==> config.mk <==
export PLATFORM = sky130hd
export DESIGN_NAME = ex_md_stage
export DESIGN_NICKNAME = d
export VERILOG_FILES = /design/src/rtl/ex_md_stage.sv
export SDC_FILE = /design/constraint.sdc
export NUM_CORES = 2
export LEC_CHECK = 0
export ABC_AREA = 1
export CAP_MARGIN = 20
export CORE_UTILIZATION = 27
export DETAILED_ROUTE_END_ITERATION = 10
export PLACE_DENSITY = 0.49
export SETUP_SLACK_MARGIN = 0.05
export SLEW_MARGIN = 40
export SYNTH_ARGS = -nofsm -noshare
export SYNTH_HDL_FRONTEND = slang
export SYNTH_SLANG_ARGS = --single-unit
==> constraint.sdc <==
create_clock -name clk -period 7.9 [get_ports clk]
set_input_delay 1.975 -clock clk [delete_from_list [all_inputs] [get_ports clk]]
set_output_delay 1.975 -clock clk [all_outputs]
set_load 0.01 [all_outputs]
==> src/rtl/ex_md_stage.sv <==
// Execute stage: ALU, branch/jump resolution, operand forwarding and an iterative
// radix-2 multiply/divide unit. ALU ops: 0 ADD 1 SUB 2 SLL 3 SLT 4 SLTU 5 XOR 6 SRL 7 SRA 8 OR 9 AND 10 PASS2.
module ex_md_stage #(
  parameter int unsigned XLEN      = 32,
  parameter int unsigned HIST_BITS = 5
) (
  input  logic                 clk,
  input  logic                 rst,
  input  logic [2:0]           funct3_ID,
  input  logic                 predict_ID,
  input  logic                 ctrl_md_ID,
  input  logic [3:0]           ctrl_alu_op_ID,
  input  logic                 ctrl_alu_src1_ID,
  input  logic                 ctrl_alu_src2_ID,
  input  logic                 ctrl_jalr_ID,
  input  logic                 ctrl_branch_ID,
  input  logic                 ctrl_reg_write_ID,
  input  logic                 ctrl_mem_r_ID,
  input  logic                 ctrl_mem_w_ID,
  input  logic [1:0]           ctrl_wb_reg_src_ID,
  input  logic [4:0]           rs1_ID,
  input  logic [4:0]           rs2_ID,
  input  logic [4:0]           reg_wb_addr_ID,
  input  logic [XLEN-1:0]      rd1_ID,
  input  logic [XLEN-1:0]      rd2_ID,
  input  logic [XLEN-1:0]      imm_ID,
  input  logic [XLEN-1:0]      pc_ID,
  input  logic [XLEN-1:0]      pc_4_ID,
  input  logic                 ctrl_reg_write_MEM,
  input  logic [4:0]           reg_wb_addr_MEM,
  input  logic [XLEN-1:0]      reg_wb_data,
  output logic                 stall_EX,
  output logic                 pc_change_EX,
  output logic [XLEN-1:0]      pc_nxt_EX,
  output logic                 record_we,
  output logic [HIST_BITS-1:0] record_pc,
  output logic                 record_data,
  output logic [XLEN-1:0]      alu_out_EX,
  output logic [XLEN-1:0]      rd2_EX,
  output logic [XLEN-1:0]      pc_4_EX,
  output logic [4:0]           reg_wb_addr_EX,
  output logic [2:0]           funct3_EX,
  output logic                 ctrl_reg_write_EX,
  output logic                 ctrl_mem_r_EX,
  output logic                 ctrl_mem_w_EX,
  output logic [1:0]           ctrl_wb_reg_src_EX
);
  localparam int unsigned CNT_W = $clog2(XLEN) + 1;
  localparam int unsigned SH_W  = $clog2(XLEN);

  typedef enum logic [1:0] {IDLE, BUSY, DONE} md_state_e;

  md_state_e state_q, state_d;
  logic [CNT_W-1:0]  cnt_q, cnt_d;
  logic [2*XLEN-1:0] acc_q, acc_d;
  logic [XLEN-1:0]   mcand_q, mcand_d;
  logic [2:0]        md_op_q, md_op_d;
  logic              q_neg_q, q_neg_d, r_neg_q, r_neg_d;

  logic [XLEN-1:0] alu_out_q, alu_out_d, rd2_q, rd2_d, pc_4_q, pc_4_d;
  logic [4:0]      reg_wb_addr_q, reg_wb_addr_d;
  logic [2:0]      funct3_q, funct3_d;
  logic            ctrl_reg_write_q, ctrl_reg_write_d, ctrl_mem_r_q, ctrl_mem_r_d;
  logic            ctrl_mem_w_q, ctrl_mem_w_d;
  logic [1:0]      ctrl_wb_reg_src_q, ctrl_wb_reg_src_d;

  logic            ex_fwd_ok;
  logic [XLEN-1:0] ex_fwd_val, rs1_val, rs2_val, src1, src2, alu_res, br_base, br_sum;
  logic            should_branch, a_signed, b_signed, a_neg, b_neg;
  logic [XLEN-1:0] a_mag, b_mag, quo, rem, md_res;
  logic [2*XLEN-1:0] mul_full;
  logic [XLEN:0]   mul_sum, r_shift, trial;

  // Operand forwarding: x0, then EX/MEM (ALU or pc+4 results), then MEM, then regfile
  always_comb begin
    ex_fwd_ok  = ctrl_reg_write_q && (ctrl_wb_reg_src_q == 2'b00 || ctrl_wb_reg_src_q == 2'b10);
    ex_fwd_val = ctrl_wb_reg_src_q[1] ? pc_4_q : alu_out_q;
    if (rs1_ID == 5'd0)                                       rs1_val = '0;
    else if (ex_fwd_ok && reg_wb_addr_q == rs1_ID)            rs1_val = ex_fwd_val;
    else if (ctrl_reg_write_MEM && reg_wb_addr_MEM == rs1_ID) rs1_val = reg_wb_data;
    else                                                      rs1_val = rd1_ID;
    if (rs2_ID == 5'd0)                                       rs2_val = '0;
    else if (ex_fwd_ok && reg_wb_addr_q == rs2_ID)            rs2_val = ex_fwd_val;
    else if (ctrl_reg_write_MEM && reg_wb_addr_MEM == rs2_ID) rs2_val = reg_wb_data;
    else                                                      rs2_val = rd2_ID;
  end

  always_comb begin
    src1 = ctrl_alu_src1_ID ? pc_ID : rs1_val;
    src2 = ctrl_alu_src2_ID ? imm_ID : rs2_val;
    case (ctrl_alu_op_ID)
      4'd0:    alu_res = src1 + src2;
      4'd1:    alu_res = src1 - src2;
      4'd2:    alu_res = src1 << src2[SH_W-1:0];
      4'd3:    alu_res = XLEN'($signed(src1) < $signed(src2));
      4'd4:    alu_res = XLEN'(src1 < src2);
      4'd5:    alu_res = src1 ^ src2;
      4'd6:    alu_res = src1 >> src2[SH_W-1:0];
      4'd7:    alu_res = $signed(src1) >>> src2[SH_W-1:0];
      4'd8:    alu_res = src1 | src2;
      4'd9:    alu_res = src1 & src2;
      4'd10:   alu_res = src2;
      default: alu_res = '0;
    endcase
  end

  // Branch resolution and redirect target
  always_comb begin
    case (funct3_ID)
      3'b000:  should_branch = (rs1_val == rs2_val);
      3'b001:  should_branch = (rs1_val != rs2_val);
      3'b100:  should_branch = ($signed(rs1_val) < $signed(rs2_val));
      3'b101:  should_branch = ($signed(rs1_val) >= $signed(rs2_val));
      3'b110:  should_branch = (rs1_val < rs2_val);
      3'b111:  should_branch = (rs1_val >= rs2_val);
      default: should_branch = 1'b0;
    endcase
    br_base = ctrl_jalr_ID ? rs1_val : pc_ID;
    br_sum  = br_base + imm_ID;
    if (ctrl_jalr_ID) br_sum[0] = 1'b0;
    pc_nxt_EX    = (ctrl_branch_ID && predict_ID && !should_branch) ? pc_4_ID : br_sum;
    stall_EX     = !rst && ((state_q == IDLE && ctrl_md_ID) || state_q == BUSY);
    pc_change_EX = !stall_EX && ((ctrl_branch_ID && (should_branch ^ predict_ID)) || ctrl_jalr_ID);
    record_we    = ctrl_branch_ID && !stall_EX;
    record_pc    = pc_ID[HIST_BITS+1:2];
    record_data  = should_branch;
  end

  // Mul/div operates on magnitudes; signs are reapplied when the result is taken
  always_comb begin
    a_signed = (funct3_ID == 3'b001) || (funct3_ID == 3'b010) || (funct3_ID == 3'b100) || (funct3_ID == 3'b110);
    b_signed = (funct3_ID == 3'b001) || (funct3_ID == 3'b100) || (funct3_ID == 3'b110);
    a_neg    = a_signed && rs1_val[XLEN-1];
    b_neg    = b_signed && rs2_val[XLEN-1];
    a_mag    = a_neg ? -rs1_val : rs1_val;
    b_mag    = b_neg ? -rs2_val : rs2_val;
    mul_full = q_neg_q ? -acc_q : acc_q;
    quo      = q_neg_q ? -acc_q[XLEN-1:0] : acc_q[XLEN-1:0];
    rem      = r_neg_q ? -acc_q[2*XLEN-1:XLEN] : acc_q[2*XLEN-1:XLEN];
    if (md_op_q[2])              md_res = md_op_q[1] ? rem : quo;
    else if (md_op_q[1:0] == 2'b00) md_res = mul_full[XLEN-1:0];
    else                         md_res = mul_full[2*XLEN-1:XLEN];
  end

  always_comb begin
    state_d = state_q;
    cnt_d   = cnt_q;
    acc_d   = acc_q;
    mcand_d = mcand_q;
    md_op_d = md_op_q;
    q_neg_d = q_neg_q;
    r_neg_d = r_neg_q;
    mul_sum = '0;
    r_shift = '0;
    trial   = '0;
    case (state_q)
      IDLE: if (ctrl_md_ID) begin
        state_d = BUSY;
        cnt_d   = CNT_W'(XLEN);
        acc_d   = {{XLEN{1'b0}}, a_mag};
        mcand_d = b_mag;
        md_op_d = funct3_ID;
        // A zero divisor keeps the all-ones quotient unsigned
        q_neg_d = (a_neg ^ b_neg) && !(funct3_ID[2] && rs2_val == '0);
        r_neg_d = a_neg;
      end
      BUSY: begin
        cnt_d = cnt_q - CNT_W'(1);
        if (cnt_q == CNT_W'(1)) state_d = DONE;
        if (!md_op_q[2]) begin
          mul_sum = {1'b0, acc_q[2*XLEN-1:XLEN]} + (acc_q[0] ? {1'b0, mcand_q} : '0);
          acc_d   = {mul_sum, acc_q[XLEN-1:1]};
        end else begin
          r_shift = {acc_q[2*XLEN-1:XLEN], acc_q[XLEN-1]};
          trial   = r_shift - {1'b0, mcand_q};
          acc_d   = trial[XLEN] ? {r_shift[XLEN-1:0], acc_q[XLEN-2:0], 1'b0}
                                : {trial[XLEN-1:0], acc_q[XLEN-2:0], 1'b1};
        end
      end
      DONE:    state_d = IDLE;
      default: state_d = IDLE;
    endcase
  end

  // EX/MEM register; stalled cycles insert a bubble
  always_comb begin
    alu_out_d         = (state_q == DONE) ? md_res : alu_res;
    rd2_d             = rs2_val;
    pc_4_d            = pc_4_ID;
    reg_wb_addr_d     = reg_wb_addr_ID;
    funct3_d          = funct3_ID;
    ctrl_wb_reg_src_d = ctrl_wb_reg_src_ID;
    ctrl_reg_write_d  = ctrl_reg_write_ID && !stall_EX;
    ctrl_mem_r_d      = ctrl_mem_r_ID && !stall_EX;
    ctrl_mem_w_d      = ctrl_mem_w_ID && !stall_EX;
  end

  always_ff @(posedge clk) begin
    if (rst) begin
      state_q <= IDLE;  cnt_q <= '0;  acc_q <= '0;  mcand_q <= '0;
      md_op_q <= '0;  q_neg_q <= 1'b0;  r_neg_q <= 1'b0;
      alu_out_q <= '0;  rd2_q <= '0;  pc_4_q <= '0;  reg_wb_addr_q <= '0;
      funct3_q <= '0;  ctrl_reg_write_q <= 1'b0;  ctrl_mem_r_q <= 1'b0;
      ctrl_mem_w_q <= 1'b0;  ctrl_wb_reg_src_q <= '0;
    end else begin
      state_q <= state_d;  cnt_q <= cnt_d;  acc_q <= acc_d;  mcand_q <= mcand_d;
      md_op_q <= md_op_d;  q_neg_q <= q_neg_d;  r_neg_q <= r_neg_d;
      alu_out_q <= alu_out_d;  rd2_q <= rd2_d;  pc_4_q <= pc_4_d;
      reg_wb_addr_q <= reg_wb_addr_d;  funct3_q <= funct3_d;
      ctrl_reg_write_q <= ctrl_reg_write_d;  ctrl_mem_r_q <= ctrl_mem_r_d;
      ctrl_mem_w_q <= ctrl_mem_w_d;  ctrl_wb_reg_src_q <= ctrl_wb_reg_src_d;
    end
  end

  assign alu_out_EX         = alu_out_q;
  assign rd2_EX             = rd2_q;
  assign pc_4_EX            = pc_4_q;
  assign reg_wb_addr_EX     = reg_wb_addr_q;
  assign funct3_EX          = funct3_q;
  assign ctrl_reg_write_EX  = ctrl_reg_write_q;
  assign ctrl_mem_r_EX      = ctrl_mem_r_q;
  assign ctrl_mem_w_EX      = ctrl_mem_w_q;
  assign ctrl_wb_reg_src_EX = ctrl_wb_reg_src_q;
endmodule

==> results_dict.tcl <==
set metrics [dict create \
    drt_iter0_drc 4541 \
    power.density_mw_per_mm2 156 \
    drt-pass1-iter-count 8 \
    synth_simple_gate_area_share_pct 37.6 \
    crit_start "rs2_ID[4]" \
    finalNetCount 6772 \
    ir_drop_mv 0.181 \
    final_hold_viol_count 0 \
    cp_max_fo 6 \
    synth_top_family_by_area "simple AND/OR/NAND/NOR gates" \
    async_flop_share_pct 0 \
    area_delta_synth_final_pct 32.4 \
    hold_path.class "reg2reg" \
    htreeDepth 1 \
    grt_pass1_vias 39501 \
    row_count 126 \
    synth_xor_area_share_pct 3.90 \
    tightestPinTransition_ns 0.942 \
    path_class "in2out" \
    synth_area_per_cell_sq_um 5.70 \
    synth_cell_types 64 \
    antennaDiodeCount 0 \
    path_clk_slew_ns 0.06 \
    io_buffers 382 \
    status "complete, no violations" \
    hold_buffers 0 \
    grt_max_degree 85 \
    startpoint_type "input pin" \
    dp.final_hpwl_microns 160000 \
    ys_warn_count 0 \
    power.leakage_nw 20.4 \
    synth_fa_ha_area_share_pct 9.28 \
    netlist_instances 5629 \
    vias_per_cell 5.42 \
    via_count 42615 \
    cp_slowest_cell "clkdlybuf4s50_1" \
    post-route-period-util_pct 98.3 \
    max_freq_mhz 129 \
    clock_latency_ns 0.64 \
    die_area_sq_mm 0.120 \
    rr_startpoint "ctrl_reg_write_EX" \
    grt_usage_pct 31.1 \
    synth-compound-area-share_pct 23.2 \
    synth_common_cells "1336 x nand2_1, 583 x inv_1, 578 x nand3_1" \
    slew_headroom_pct 36.6 \
    cts-buffers-inserted 28 \
    setup_violations 0 \
    slew_viol_final 0 \
    crit_family "buffers and inverters" \
    synthTopCellsByArea "nand2_1 16%, dfxtp_1 14%, nand3_1 9.0%" \
    cts_buffer_depth 3 \
    yosysMostFrequentCell "nand2_1" \
    power_mw 6.61 \
    required_ns 5.93 \
    cts.sinks 218 \
    die_x_microns 347 \
    fillCellCount 13170 \
    antenna_found_initial 4 \
    cp_num_buf_inv 7 \
    synth-main-ff-cell "dfxtp_1" \
    ys_ff_latch 218 \
    synth_top_cell_by_area "nand2_1" \
    die_h_microns 347 \
    grt_pass1_wl_microns 278000 \
    ant_nets 0 \
    max-cap-violations 0 \
    timing.critical_path.mode_cell "nand2_1" \
    drc 0 \
    worstPathArrival_ns 5.79 \
    place_congestion 1.05 \
    yosysTopAreaCellShare_pct 15.6 \
    fin_skew_ns 0.0437 \
    cts_tree "done" \
    grt_overflow 0 \
    ios 383 \
    routed_wl_microns 196000 \
    hp-start "cnt_q[5]" \
    syn-cell-area_sq_mm 0.0321 \
    rsz0062_at_grt "yes" \
    cts-root-buf "clkbuf_16" \
    initial_core_util_pct 27.2 \
    post-route-min-period_ns 7.76 \
    ys_seq_area_share_pct 13.6 \
    synth_nets 6097 \
    drt-wirelength-per-cell_microns 25.0 \
    hold_slack_ns 0.478 \
    cp-end-kind "output port" \
    synth.area.mux_share_pct 1.16 \
    drive_gt1_share_pct 15.7 \
    core_region_area_sq_mm 0.118 \
    synth_edf_count 0 \
    cp_slowest_stage_delay_ns 0.52 \
]
through the flow:
step	util [%]	worst slack, ns	area (sq um)	TNS, ns	cells
finish	36.0	0.138	42500	0	7861
detailed placement	34.3	-0.798	40400	-21.97	7747
global placement	34.3	-0.764	40400	-21.39	7747
floorplan	-	0.725	32100	0	5629
global route	36.0	-0.0123	42500	-0.0203	7861
CTS	35.7	0.0513	42100	0	7837
state kept, by name, indices dropped and copies added, names as in the netlist, 2 cells and up:
name	flops
state_q	2
md_op_q	3
reg_wb_addr_EX	5
acc_q	64
ctrl_wb_reg_src_EX	2
alu_out_EX	32
rd2_EX	32
pc_4_EX	32
funct3_EX	3
cnt_q	6
mcand_q	32
cells in the final DEF, fill, tap and decap left out, types with 43 or more instances in the layout:
master,n
nand2_1,1307
nand3_1,565
inv_1,562
nor2_1,532
buf_4,506
a21oi_1,467
o21ai_0,459
clkdlybuf4s50_1,332
ha_1,221
dfxtp_1,215
xor2_1,105
o211ai_1,80
nor3_1,68
nand2_2,65
o21ai_1,58
or2_2,57
a31oi_1,57
nand4_1,49
inv_2,43
cell families (layout without fill, tap and decap cells):
logic type      count (synthesis)  in the layout
flops                         218            218
xor+xnor                      143            143
simple gates                 2779           2779
compound gates               1328           1328
fa+ha+maj                     235            235
mux                            33             33
buf+inv                       893           1589
routing by layer:
metal  GRT usage (%)  wire length, microns
met4            11.9                  8690
met5               0                     0
met2            48.2                 83600
met3            4.57                 16700
met1            43.2                 87400
where the power goes:
part	total [mW]	internal (mW)	switching, mW	leakage [nW]
Sequential	1.34	1.20	0.145	1.80
Combinational	3.85	1.37	2.48	18.2
Clock	1.42	0.786	0.636	0.466
worst paths after layout:
path | to | slack, ns | cells past startpoint
max | record_data | 0.14 | 25
min | cnt_q[5] | 0.48 | 1
max reg2reg | alu_out_EX[22] | 2.03 | 33
min reg2reg | cnt_q[5] | 0.48 | 1
layout make-up:
cell class,instances,area [sq um],share of cell area [%]
multi-input combinational,4518,24700,58.1
timing repair buffer,930,8260,19.4
sequential,218,4370,10.3
inverter,608,2280,5.37
tap,1536,1920,4.52
clock buffer,34,753,1.77
clock inverter,17,215,0.507
worst reg2reg max path, delay by kind of cell (launching register included):
family	cells	cell delay [ns]
simple gates	17	1.97
compound gates	6	1.67
buf+inv	8	1.19
fa+ha+maj	1	0.42
flops	1	0.37
xor+xnor	1	0.11
what timing repair did:
action	CTS	global route
setup endpoints to repair	34	34
pin swaps	18	36
gates resized for setup	185	167
buffers inserted	32	21
hold endpoints to repair	0	0
cloned	7	2
Note: power is estimated with default switching activity, not from simulation.
